===== config.mk =====
export PLATFORM = sky130hd
export DESIGN_NAME = fifo_ctrl
export DESIGN_NICKNAME = d
export VERILOG_FILES = /design/src/rtl/fifo_ctrl.sv
export SDC_FILE = /design/constraint.sdc
export NUM_CORES = 1
export LEC_CHECK = 0
export CELL_PAD_IN_SITES_DETAIL_PLACEMENT = 1
export CELL_PAD_IN_SITES_GLOBAL_PLACEMENT = 1
export CORE_UTILIZATION = 29
export DETAILED_ROUTE_END_ITERATION = 7
export PLACE_DENSITY_LB_ADDON = 0.1
export SETUP_SLACK_MARGIN = 0.1
export SLEW_MARGIN = 20
export SYNTH_ARGS = -nofsm -noshare
export SYNTH_HDL_FRONTEND = slang
export SYNTH_SLANG_ARGS = --single-unit

===== constraint.sdc =====
create_clock -name clk_i -period 1.7 [get_ports clk_i]
set_input_delay 0.255 -clock clk_i [delete_from_list [all_inputs] [get_ports clk_i]]
set_output_delay 0.255 -clock clk_i [all_outputs]
set_load 0.02 [all_outputs]

===== src/rtl/fifo_ctrl.sv =====
// fifo_ctrl: pointer, flag and handshake controller for an 8x10 FIFO memory.
// Optional sticky overflow/underflow detection is enabled by defining
// FIFO_CTRL_ERR_EN; without it err_o is tied low and no detection logic exists.
module fifo_ctrl #(
    parameter int DEPTH     = 8,
    parameter int ADDR_W    = 3,
    parameter int PTR_W     = 4,
    parameter int AF_THRESH = 6,
    parameter int AE_THRESH = 2
) (
    input  logic              clk_i,
    input  logic              reset_i,
    input  logic              push_i,
    input  logic              pop_i,
    output logic              mem_wr_en_o,
    output logic              mem_rd_en_o,
    output logic [PTR_W-1:0]  mem_wr_ptr_o,
    output logic [PTR_W-1:0]  mem_rd_ptr_o,
    output logic              data_valid_o,
    output logic [ADDR_W:0]   count_o,
    output logic              full_o,
    output logic              empty_o,
    output logic              almost_full_o,
    output logic              almost_empty_o,
    output logic              err_o
);

    typedef enum logic [1:0] {
        ST_EMPTY  = 2'd0,
        ST_NORMAL = 2'd1,
        ST_FULL   = 2'd2
    } state_t;

    localparam logic [ADDR_W:0] CNT_FULL = (ADDR_W+1)'(DEPTH);
    localparam logic [ADDR_W:0] CNT_LAST = (ADDR_W+1)'(DEPTH-1);
    localparam logic [ADDR_W:0] CNT_ONE  = (ADDR_W+1)'(1);
    localparam logic [ADDR_W:0] AF_LVL   = (ADDR_W+1)'(AF_THRESH);
    localparam logic [ADDR_W:0] AE_LVL   = (ADDR_W+1)'(AE_THRESH);

    state_t              state_q, state_d;
    logic [ADDR_W-1:0]   wr_addr_q, wr_addr_d;
    logic [ADDR_W-1:0]   rd_addr_q, rd_addr_d;
    logic [ADDR_W:0]     count_q, count_d;
    logic                data_valid_q;
    logic                push_ok, pop_ok;

    // Flags decode straight from registered state/count.
    assign full_o         = (state_q == ST_FULL);
    assign empty_o        = (state_q == ST_EMPTY);
    assign almost_full_o  = (count_q >= AF_LVL);
    assign almost_empty_o = (count_q <= AE_LVL);
    assign count_o        = count_q;
    assign data_valid_o   = data_valid_q;

    // A push into a full FIFO is legal only when a pop frees the slot in the
    // same cycle (memory reads the old word before the write lands).
    // Reset overrides any same-cycle request.
    assign push_ok = push_i & (~full_o | pop_i) & ~reset_i;
    assign pop_ok  = pop_i & ~empty_o & ~reset_i;

    assign mem_wr_en_o  = push_ok;
    assign mem_rd_en_o  = pop_ok;
    assign mem_wr_ptr_o = {{(PTR_W-ADDR_W){1'b0}}, wr_addr_q};
    assign mem_rd_ptr_o = {{(PTR_W-ADDR_W){1'b0}}, rd_addr_q};

    // Next-state: pointers wrap naturally at DEPTH, count and occupancy FSM.
    always_comb begin
        state_d   = state_q;
        wr_addr_d = wr_addr_q + ADDR_W'(push_ok);
        rd_addr_d = rd_addr_q + ADDR_W'(pop_ok);
        count_d   = count_q;
        unique case ({push_ok, pop_ok})
            2'b10:   count_d = count_q + 1'b1;
            2'b01:   count_d = count_q - 1'b1;
            default: count_d = count_q;
        endcase
        unique case (state_q)
            ST_EMPTY: begin
                if (push_ok) state_d = ST_NORMAL;
            end
            ST_NORMAL: begin
                if (count_q == CNT_LAST && push_ok && !pop_ok)
                    state_d = ST_FULL;
                else if (count_q == CNT_ONE && pop_ok && !push_ok)
                    state_d = ST_EMPTY;
            end
            ST_FULL: begin
                if (pop_ok && !push_ok) state_d = ST_NORMAL;
            end
            default: state_d = ST_EMPTY;
        endcase
    end

    // State, pointer, count and read-valid registers.
    always_ff @(posedge clk_i) begin
        if (reset_i) begin
            state_q      <= ST_EMPTY;
            wr_addr_q    <= '0;
            rd_addr_q    <= '0;
            count_q      <= '0;
            data_valid_q <= 1'b0;
        end else begin
            state_q      <= state_d;
            wr_addr_q    <= wr_addr_d;
            rd_addr_q    <= rd_addr_d;
            count_q      <= count_d;
            data_valid_q <= pop_ok;
        end
    end

`ifdef FIFO_CTRL_ERR_EN
    logic err_q;

    // Sticky error: overflow (push dropped) or underflow (pop on empty).
    always_ff @(posedge clk_i) begin
        if (reset_i)
            err_q <= 1'b0;
        else if ((push_i & ~push_ok) | (pop_i & empty_o))
            err_q <= 1'b1;
    end

    assign err_o = err_q;
`else
    assign err_o = 1'b0;
`endif

    // CNT_FULL documents the upper bound of count; it never needs decoding
    // because FULL is tracked by the state register.
    logic unused_cnt_full;
    assign unused_cnt_full = ^CNT_FULL;

endmodule


After elaboration in Yosys (flattened, before gate mapping)
Cells that the tools add are included.
{"block": "op_classes", "bitwise_logic": 8, "n_mux": 6, "magnitude_cmp": 2, "eq_ne": 9, "n_reduce_logical": 10, "n_addsub": 4}
{"op": "2-to-1 mux 2 bit", "count": 4}
{"op": "case mux 4 bit (2 select lines)", "count": 1}
{"op": "adder 3 x 1 -> 3 bit", "count": 2}
{"op": "case mux 2 bit (3 select lines)", "count": 1}
{"op": "logical AND 1 bit", "count": 5}
{"op": "adder 4 x 1 -> 4 bit (second input constant)", "count": 1}
{"op": "AND 1 bit", "count": 4}
{"op": "== test 2 x 1 -> 1 bit (second input constant)", "count": 2}
{"op": "== test 2 bit (second input constant)", "count": 2}
{"op": "== test 4 x 1 -> 1 bit (second input constant)", "count": 1}
{"op": "== test 4 x 3 -> 1 bit (second input constant)", "count": 1}
{"op": "greater-or-equal comparator 4 x 3 -> 1 bit (second input constant)", "count": 1}
{"op": "less-or-equal comparator 4 x 2 -> 1 bit (second input constant)", "count": 1}
{"op": "inequality test 2 x 1 -> 1 bit (second input constant)", "count": 2}
{"op": "subtractor 4 x 1 -> 4 bit (second input constant)", "count": 1}
{"op": "inequality test 3 bit (second input constant)", "count": 1}
{"op": "NOT 1 bit", "count": 3}
{"op": "AND reduction 3 bit", "count": 1}
{"op": "zero test 1 bit", "count": 2}
{"op": "zero test 2 bit", "count": 1}
{"op": "nonzero test 2 bit", "count": 1}
{"op": "OR 1 bit", "count": 1}
{"block": "word_totals", "word_cells": 44, "input_bits": 4, "register_bits": 13, "output_inout_bits": 20}

Logic depth before layout (Yosys ltp)
{"block": "logic_depth", "ltp_word": 10, "mapped_depth": 7, "mapped_depth_nobuf": 7}

Worst setup path before layout
Ideal clock, no wire load.
{"block": "synth_path", "path_kind": "flip-flop to flip-flop", "from": "register state_q[1]", "to": "register count_q[3], in the netlist count_o[3]", "stages_incl_launch_ff": 8, "t_required_ps": 1572, "arrival_time_ps": 2124, "period_less_slack_ps": 2252, "setup_ps": 128, "slack_ps": -552, "path_buffers": 0, "path_cell_list": "dfxtp_1 -> nor2_1 -> nor2b_1 -> ha_1 -> or4b_1 -> a21oi_2 -> xnor2_1 -> nor2_1"}
{"block": "synth_via", "elab_cells_between_ends": 13, "classes_between": "eq/ne: 3; mux: 1; bitwise: 7; reduce/logical: 2"}
{"element": "start, declared", "line": "40", "rtl": "state_t state_q, state_d;"}
{"element": "start signal, assigned", "line": "103", "rtl": "state_q <= state_d;"}
{"element": "zero test 2 bit (*)", "line": "49", "rtl": "assign empty_o = (state_q == ST_EMPTY);"}
{"element": "named net empty_o", "line": "22", "rtl": "output logic empty_o,"}
{"element": "NOT 1 bit (*)", "line": "59", "rtl": "assign pop_ok = pop_i & ~empty_o & ~reset_i;"}
{"element": "AND 1 bit (*) (2 in a row)", "line": "59"}
{"element": "named net mem_rd_en_o", "line": "16", "rtl": "output logic mem_rd_en_o,"}
{"element": "== test 2 x 1 -> 1 bit / == test 2 bit (equally long branches)", "line": "72", "rtl": "unique case ({push_ok, pop_ok})"}
{"element": "case mux 4 bit (2 select lines) / nonzero test 2 bit (equally long branches)"}
{"element": "end signal, assigned", "line": "106", "rtl": "count_q <= count_d;"}
{"element": "end, declared", "line": "43", "rtl": "logic [ADDR_W:0] count_q, count_d;"}
Mark *: on every way through the listed nets, which the timed path passes. The rest lies on a longest branch.
A chain may end at the register's enable or synchronous reset.

Worst setup path in the final report
{"block": "layout_path", "from": "register state_q[0]", "to": "register count_q[3], in the netlist count_o[3]"}
{"block": "layout_via", "elab_chain_len": 7, "elab_cells_between_ends": 13, "classes_between": "eq/ne: 3; mux: 1; bitwise: 7; reduce/logical: 2"}
{"element": "== test 2 bit", "line": "48", "rtl": "assign full_o = (state_q == ST_FULL);"}
{"element": "NOT 1 bit", "line": "58", "rtl": "assign push_ok = push_i & (~full_o | pop_i) & ~reset_i;"}
{"element": "OR 1 bit", "line": "58"}
{"element": "AND 1 bit (2 in a row)", "line": "58"}
{"element": "== test 2 x 1 -> 1 bit / == test 2 bit (equally long branches)", "line": "72"}
{"element": "case mux 4 bit (2 select lines) / nonzero test 2 bit (equally long branches)"}
Parallel ways exist; a longest one is shown, timed or not.

==> metrics <==
Die H=between 50 and 60 µm; crit path launch type=register; Fin. Hold Viols=0; Overflow after GRT=0; Netlist cell types=25; post-synthesis simple-gate area fraction=0.233; r2r endpoint=count_o[3]; CTS buffer count=3; Compound-Gate Fraction of Synth Area=0.0819; RSZ-0062 raised after global routing=true; Reg clk slew, reported paths=0.09 ns; Final Util=0.519; diode count=0; maximum clock rate=593 MHz; worst hold endpoint=rd_addr_q[2]; mux cell area share after synthesis=0.0285; H-tree lvl count=1; Avg WL per Cell=12.6 µm; GP Congestion=0.684; initial antenna violation count=0; sequential share of power=0.430; Via density=4.65; Initial Util=0.312; Die Width=51.2 µm; FF-to-FF Start=state_q[0]; met2 usage=0.285; Detailed Place HPWL=1.33 mm; minimum clock period=1.69 ns; Logic pwr share=0.313; Hold-fix buffers, CTS=0; Slew Viols, Final=0; vias in the first global route=696; met3 usage=0.0446; run status=finished clean; Yosys warnings=0; Leakage=0.567 nW; pwr/cell area=660 nW/µm²; Worst EP arrival=between 1.5 and 2 ns; sequential share of the synthesized area=0.370; Int Power=roughly 0.00053 W; Hold Crit Depth=2; TritonRoute pass-1 iters=2; CTS sink cnt=13; Cell Area, Synth=between 700 and 800 µm²; CTS max path bufs=2; Clk Latency, worst-skew pair=0.28 ns; Hold Crit Start=rd_addr_q[2]; area delta synth->final=66.5%; Top-Level Pins=24; flops & latches, synth=13; Clk pwr share=0.257; worst hold margin=0.523 ns; IO buf count=20; R2R depth=7; vias=679; met1 GRT Util=0.187; Peak supply drop=0.000428 V; Post-DRT Antenna Nets=0; final WL=1.84 mm; Synth Area per Inst=about 9 µm²; largest family of logic cells by synthesized area=simple AND/OR/NAND/NOR gates; DRC violations left=0; Core Area=2250 µm²; Worst Path Required=between 1.5 and 2 ns; Max Cap Viol=0; clock root cell=clkbuf_4; fin crit share=0.992; die area=between 2000 and 3000 µm²; layout cells sized above 1=0.347; Switching Fraction=0.314; XOR/XNOR Fraction of Synth Area=0.0623; final setup violation count=0; Reg2Reg Setup Slack=0.01 ns; Sw Pwr=around 0.00024 W; global route hottest layer=met2; NumNets Final=between 100 and 150; fillers=275; CP Max Fanout=2; first-pass GRT wire length=3.13 mm; Post-Synth Adder-Cell Area=0.160; Setup crit end kind=register; clock tree from TritonCTS=built; Cell Rows=17; CP Class=register to register; Initial DRC Count=3; largest net degree at the start of global routing=14; Total Routing Usage GR=0.162; Gate Count Post-Synth=76; Worst Clk Skew=~0.0067 ns; hold crit path type=register to register
per-stage QoR:
| stage | setup TNS (ns) | power [W] | instance area, µm² | setup WS [ns] | std cells |
|---|---|---|---|---|---|
| finish | 0 | 0.000773 | 1170 | 0.0142 | 146 |
| global route | -0.131 | 0.000827 | 1170 | -0.0546 | 146 |
| CTS | 0 | 0.000783 | 1150 | 0.00862 | 145 |
| detailed placement | -2.58 | 0.000573 | 1100 | -0.451 | 139 |
| global placement | -2.23 | 0.000566 | 1100 | -0.390 | 139 |
| floorplan | -0.0573 | 0.000468 | 761 | -0.0573 | 78 |
worst max-delay path, cell delays in order (launching register included):
cell and delay (ns):
dfxtp_2 0.33, nand2b_4 0.15, o21ai_4 0.18, ha_4 0.15
or4b_4 0.45, a21oi_2 0.15, xnor2_1 0.13, nor2_1 0.05
Yosys cell counts:
cell type / n / area (µm²)
nor2b_1: 8 / 50.1
buf_4: 3 / 22.5
nand4b_1: 1 / 8.76
a31o_1: 1 / 8.76
dfxtp_1: 13 / 260
or4b_1: 1 / 10.0
or3_1: 2 / 12.5
nor3_1: 2 / 10.0
o21ai_1: 1 / 5.00
xor2_1: 2 / 17.5
nand3b_1: 1 / 7.51
xnor2_1: 3 / 26.3
nand4_1: 1 / 6.26
a211oi_1: 2 / 15.0
a21oi_2: 1 / 8.76
nand2b_1: 2 / 12.5
inv_1: 4 / 15.0
clkbuf_1: 1 / 3.75
a21oi_1: 2 / 10.0
mux2i_1: 2 / 20.0
ha_1: 9 / 113
o21ai_0: 2 / 10.0
conb_1: 1 / 3.75
nor2_1: 10 / 37.5
nor4b_1: 1 / 8.76
layout make-up:
type	count	area, µm²	share of cell area
multi-input combinational	57	494	0.422
timing repair buffer	40	335	0.286
sequential	13	265	0.226
tap	28	35.0	0.0299
clock buffer	4	26.3	0.0224
inverter	4	15.0	0.0128
cell usage in the layout, fill, tap and decap left out, types with 2 or more instances in the layout:
cell | Yosys | final
nor2b_1 | 8 | 5
nor3_1 | 2 | 2
xnor2_1 | 3 | 2
clkdlybuf4s50_1 | 0 | 7
nor2_1 | 10 | 9
buf_2 | 0 | 2
inv_1 | 4 | 4
dlymetal6s2s_1 | 0 | 2
nor2b_4 | 0 | 3
xor2_1 | 2 | 2
clkbuf_4 | 0 | 3
buf_4 | 3 | 19
ha_1 | 9 | 8
conb_1 | 1 | 3
dlygate4sd2_1 | 0 | 6
dfxtp_1 | 13 | 11
a21oi_2 | 1 | 2
a211oi_1 | 2 | 2
logic make-up (layout without fill, tap and decap cells):
group	count (synthesis)	in the layout
buffers and inverters	8	48
adders and majority gates	9	9
other	1	3
xor gates and xnor gates	5	5
DFF	13	13
muxes	2	2
AOI/OAI and AO/OA	9	9
and+or+nand+nor	29	29
per-layer routing:
| layer | part of all wire | routed length [µm] |
|---|---|---|
| met3 | 0.038 | 70 |
| met5 | 0 | 0 |
| met2 | 0.52 | 953 |
| met4 | 0 | 0 |
| met1 | 0.44 | 817 |
state kept, by name (all words and copies together) (netlist names):
name,flops
count_o,4
state_q,2
wr_addr_q,3
rd_addr_q,3
data_valid_o,1
power by group through the flow:
stage	sequential, W	clock, W	combinational (W)
finish	0.000333	0.000198	0.000242
global route	0.000336	0.000226	0.000265
CTS	0.000333	0.000211	0.000239
detailed placement	0.000340	0	0.000233
global placement	0.000339	0	0.000227
floorplan	0.000366	0	0.000102
worst max path at each step:
| stage | start | endpoint | slack (ns) | depth (start not counted) |
|---|---|---|---|---|
| final | state_q[0] | count_o[3] | 0.01 | 7 |
| after global routing | state_q[0] | wr_addr_q[2] | -0.05 | 9 |
| after CTS | state_q[0] | count_o[3] | 0.009 | 8 |
| after detailed placement | pop_i | count_o[3] | -0.45 | 8 |
| after global placement | pop_i | count_o[3] | -0.39 | 8 |
| after floorplan | state_q[1] | count_o[3] | -0.06 | 7 |
what timing repair did:
action / 4_1_cts / 5_1_grt
endpoints found under the setup margin: 12 / 10
gates resized for setup: 22 / 12
pin swaps: 7 / 4
buffers inserted: 2 / 1
Note: power is estimated with default switching activity, not from simulation.
